### config.mk
export PLATFORM = sky130hd
export DESIGN_NAME = fetch_dec_queue
export DESIGN_NICKNAME = d
export VERILOG_FILES = /design/src/rtl/fetch_dec_queue_pkg.sv /design/src/rtl/fdq_mem.sv /design/src/rtl/fetch_dec_queue.sv
export SDC_FILE = /design/constraint.sdc
export NUM_CORES = 1
export LEC_CHECK = 0
export BUFFER_PORTS_ARGS = -buffer_cell sky130_fd_sc_hd__buf_2
export CAP_MARGIN = 0
export CORE_MARGIN = 5
export CORE_UTILIZATION = 35
export DETAILED_ROUTE_END_ITERATION = 6
export MAX_ROUTING_LAYER = met4
export SYNTH_ARGS = -nofsm -noshare
export SYNTH_HDL_FRONTEND = slang
export SYNTH_SLANG_ARGS = --single-unit
### constraint.sdc
create_clock -name clk -period 8.33 [get_ports clk]
set_input_delay 0.833 -clock clk [delete_from_list [all_inputs] [get_ports clk]]
set_output_delay 0.833 -clock clk [all_outputs]
set_load 0.01 [all_outputs]
### src/rtl/fetch_dec_queue_pkg.sv
// Shared CPU definitions used by fetch and decode: default datapath widths
// and the instruction that decode sees when the fetch queue is empty.
package fetch_dec_queue_pkg;

    localparam int CPU_PC_W    = 32;
    localparam int CPU_INSTR_W = 32;

    localparam logic [CPU_INSTR_W-1:0] CPU_NOP_INSTR = '0;

endpackage

### src/rtl/fdq_mem.sv
// Fetch/decode queue payload storage: one synchronous write port and one
// asynchronous read port. Contents are never reset or cleared.
module fdq_mem #(
    parameter int DEPTH = 2,
    parameter int W     = 64,
    localparam int AW   = $clog2(DEPTH)
) (
    input  logic          clk,
    input  logic          we,
    input  logic [AW-1:0] waddr,
    input  logic [W-1:0]  wdata,
    input  logic [AW-1:0] raddr,
    output logic [W-1:0]  rdata
);

    logic [W-1:0] mem [DEPTH];

    always_ff @(posedge clk) begin
        if (we) begin
            mem[waddr] <= wdata;
        end
    end

    assign rdata = mem[raddr];

endmodule

### src/rtl/fetch_dec_queue.sv
// Fetch-to-decode skid queue: first-word-fall-through FIFO of {pc, instruction}
// with flush. All outputs are derived from registered pointers and count only.
module fetch_dec_queue
    import fetch_dec_queue_pkg::*;
#(
    parameter int                   PC_W      = CPU_PC_W,
    parameter int                   INSTR_W   = CPU_INSTR_W,
    parameter int                   DEPTH     = 2,
    parameter logic [INSTR_W-1:0]   NOP_INSTR = INSTR_W'(CPU_NOP_INSTR),
    localparam int                  AW        = $clog2(DEPTH),
    localparam int                  CW        = $clog2(DEPTH + 1)
) (
    input  logic               clk,
    input  logic               rst,
    input  logic               i_valid,
    output logic               o_ready,
    input  logic [PC_W-1:0]    i_pc,
    input  logic [INSTR_W-1:0] i_instruction,
    input  logic               i_flush,
    output logic               o_valid,
    input  logic               i_ready,
    output logic [PC_W-1:0]    o_pc,
    output logic [INSTR_W-1:0] o_instruction,
    output logic [CW-1:0]      o_count
);

    localparam int EW = PC_W + INSTR_W;

    logic [AW-1:0] wr_ptr_q, wr_ptr_d;
    logic [AW-1:0] rd_ptr_q, rd_ptr_d;
    logic [CW-1:0] count_q, count_d;
    logic          push, pop;
    logic [EW-1:0] rd_entry;

    // Ready is taken from the count alone, so a full queue refuses a push
    // even when decode drains the head in the same cycle.
    assign o_ready = (count_q < CW'(DEPTH));
    assign o_valid = (count_q != '0);
    assign o_count = count_q;

    assign push = i_valid && o_ready && !i_flush;
    assign pop  = o_valid && i_ready && !i_flush;

    always_comb begin
        wr_ptr_d = wr_ptr_q;
        rd_ptr_d = rd_ptr_q;
        count_d  = count_q;
        if (i_flush) begin
            wr_ptr_d = '0;
            rd_ptr_d = '0;
            count_d  = '0;
        end else begin
            if (push) wr_ptr_d = wr_ptr_q + AW'(1);
            if (pop)  rd_ptr_d = rd_ptr_q + AW'(1);
            case ({push, pop})
                2'b10:   count_d = count_q + CW'(1);
                2'b01:   count_d = count_q - CW'(1);
                default: count_d = count_q;
            endcase
        end
    end

    always_ff @(posedge clk or negedge rst) begin
        if (!rst) begin
            wr_ptr_q <= '0;
            rd_ptr_q <= '0;
            count_q  <= '0;
        end else begin
            wr_ptr_q <= wr_ptr_d;
            rd_ptr_q <= rd_ptr_d;
            count_q  <= count_d;
        end
    end

    fdq_mem #(
        .DEPTH (DEPTH),
        .W     (EW)
    ) u_mem (
        .clk   (clk),
        .we    (push),
        .waddr (wr_ptr_q),
        .wdata ({i_pc, i_instruction}),
        .raddr (rd_ptr_q),
        .rdata (rd_entry)
    );

    // Stale payload stays in storage; mask it whenever the queue is empty.
    assign o_pc          = o_valid ? rd_entry[EW-1:INSTR_W] : '0;
    assign o_instruction = o_valid ? rd_entry[INSTR_W-1:0]  : NOP_INSTR;

endmodule

==> flow_summary.toml <==
[power]
p_clk_share_pct = 45.0
p_int_w = 0.00129
pwr-share-seq_pct = 47.6
max-vdd-ir-drop_mv = 0.133
combPwrFrac_pct = 7.4
powerDensity_mw_per_mm2 = 252
p_sw_w = 0.000346
leakagePower_nw = 2.48
fin_total_pwr_w = 0.00164
swShare_pct = 21.1

[synthesis]
synth_common_cells = "edfxtp_1, nor2_1, mux2i_1"
yosys_warnings = 0
netlist_top_cells_area = "edfxtp_1, mux2i_1, nor2_1"
yosysSeqAreaShare_pct = 77.5
yosysTopAreaCell = "edfxtp_1"
syn_area_per_cell_um2 = 17.4
synth-edff-count = 128
netlist_instances = 293
async_reset_ff_share_pct = 3.03
synth_top_cell_area_share_pct = 75.5
synth_top_flop_cell = "edfxtp_1"
netlist_area_mm2 = 0.00509
yosys_register_bits = 132
yosysUniqueCellTypes = 21
yosysMostFrequentCell = "edfxtp_1"
synthesis.nets = 362

[setup_path]
critical_path_class = "reg2out"
end_kind = "output port"
critPathMaxFanout = 65
cp-start-kind = "flop"
rr_worst_depth = 3
required_ns = 7.50
r2r_setup_slack_ns = 6.34
arrival_ns = 2.23

[detailed_routing]
route.vias.total = 2898
drt_iter0_drc = 117
drc = 0
drt_first_pass_iters = 4
antenna_left = 0
wl_per_cell_um = 15.8
wl_um = 10000
avgViaCountPerCell = 4.56

[floorplanning]
die_h_um = 131
io-pin-count = 137
die_area_mm2 = 0.0171
coreArea_mm2 = 0.0144
fp-row-count = 44
die_w_um = 131
initial_core_util_pct = 35.3

[status]
outcome = "completed"

[layout]
num_antenna_cells = 0
final_nets = 507
final-seq-area_mm2 = 0.00395
multi_input_area_mm2 = 0.00101
area_delta_synth_final_pct = 27.9
drive_gt1_share_pct = 39.5
nFillCells = 1312

[sta]
min_period_ns = 3.06
worst_slew_pin_slew_ns = 1.20
hold_viol = 0
period_share_pct = 36.8
setup_ws_ns = 5.27
timing.fmax_mhz = 327
slew_violations = 0
fin_skew_ns = 0.0157
finalSetupViolations = 0
fin_tns_setup_ns = 0
maxSlewHeadroom_pct = 20.2
rsz0062_at_grt = "no"
whs_ns = 0.210

[grt]
grt_overflow = 0
grtUsageTotal_pct = 12.5
grt_pass1_vias = 3023
grt_pass1_wl_um = 15300
antenna_found_initial = 0
grt_start_max_net_pins = 66

[placed_design]
pre_cts_ws_ns = 5.67
gp_congestion = 0.709
hpwl_um = 6150
numPortBuffers = 136

[worst_hold_path]
hold_class = "in2async"

[clock_tree]
cts_post_setup_buffers_inserted = 0
cts_root_buf = "clkbuf_16"
clock-sinks = 132
ctsLongestPathBuffers = 2
numCtsBuffers = 17
clkTransAtPathRegs_ns = 0.05
htreeDepth = 4
cts_tree = "yes"
worstSkewPairLatency_ns = 0.42
holdBufCountCts = 0
cts_resized = 0

[flow_run]
cap_violations = 0
routing by layer:
layer / share of wire, % / up-vias / track usage, %
li1: - / 1375 / -
met1: 43 / 1421 / 14.4
met2: 49 / 92 / 19.6
met3: 6.5 / 10 / 4.84
met4: 1.2 / 0 / 5.44
met5: 0 / - / -
cell type report:
class                      count  share of cell area, %
sequential                   132                   60.6
timing repair buffer         140                   10.9
inverter                       2                  0.115
tap                          184                   3.54
clock buffer                  24                   7.71
multi-input combinational    145                   15.6
clock inverter                 8                   1.52
layout by cell type, fill, tap and decap left out, drive strengths merged:
| cell | netlist | layout |
|---|---|---|
| nor3b | 1 | 1 |
| nand2 | 1 | 1 |
| inv | 2 | 2 |
| xor2 | 2 | 2 |
| nand2b | 2 | 2 |
| nor2 | 67 | 67 |
| a21oi | 2 | 2 |
| mux2i | 64 | 64 |
| bufinv | 0 | 2 |
| clkinv | 0 | 4 |
| dfrtp | 4 | 4 |
| mux2 | 1 | 1 |
| nor2b | 2 | 2 |
| clkinvlp | 0 | 2 |
| nor3 | 1 | 1 |
| o21ai | 2 | 2 |
| clkbuf | 0 | 24 |
| buf | 14 | 140 |
| edfxtp | 128 | 128 |
final timing paths:
kind,startpoint,to
worst min-delay path,rst,o_count[1]$_DFFE_PN0P_
max in group asynchronous,rst,rd_ptr_q$_DFFE_PN0P_
worst max register to register,o_count[1]$_DFFE_PN0P_,u_mem.mem[1][42]$_DFFE_PP_
min in group clk,wr_ptr_q$_DFFE_PN0P_,wr_ptr_q$_DFFE_PN0P_
worst max-delay path,rd_ptr_q$_DFFE_PN0P_,o_instruction[11]
worst min register to register,wr_ptr_q$_DFFE_PN0P_,wr_ptr_q$_DFFE_PN0P_
worst max-delay path: stages, from the launching register on:
cell and delay (ns):
dfrtp_4 1.20, mux2i_1 0.32, nor2_1 0.06, buf_2 0.17
registers in the layout, summed over array words and instances, names as in the netlist:
signal / cells
u_mem.mem: 128
o_count: 2
rd_ptr_q: 1
wr_ptr_q: 1
kinds of logic (layout without fill, tap and decap cells):
| group | after synthesis | after routing | share of synthesized area [%] |
|---|---|---|---|
| DFF | 132 | 132 | 77.5 |
| and+or+nand+nor | 74 | 74 | 6.05 |
| xor gates and xnor gates | 2 | 2 | 0.344 |
| buffers and inverters | 16 | 174 | 2.93 |
| muxes | 65 | 65 | 12.8 |
| AOI/OAI and AO/OA | 4 | 4 | 0.393 |
power groups by stage:
stage | Sequential, W | Clock [W] | Combinational, W
final | 0.000780 | 0.000738 | 0.000121
after detailed placement | 0.000794 | 0 | 0.000125
after CTS | 0.000781 | 0.000757 | 0.000125
after global routing | 0.000783 | 0.000793 | 0.000135
after global placement | 0.000793 | 0 | 0.000122
after floorplan | 0.000783 | 0 | 0.0000835
through the flow:
stage	utilization [%]	std cells	cell area, um2
floorplan	-	293	5090
global placement	41.0	603	5910
detailed placement	41.0	603	5910
CTS	45.1	635	6510
global route	45.1	635	6510
finish	45.1	635	6510
Power figures use the tool's default switching activity.
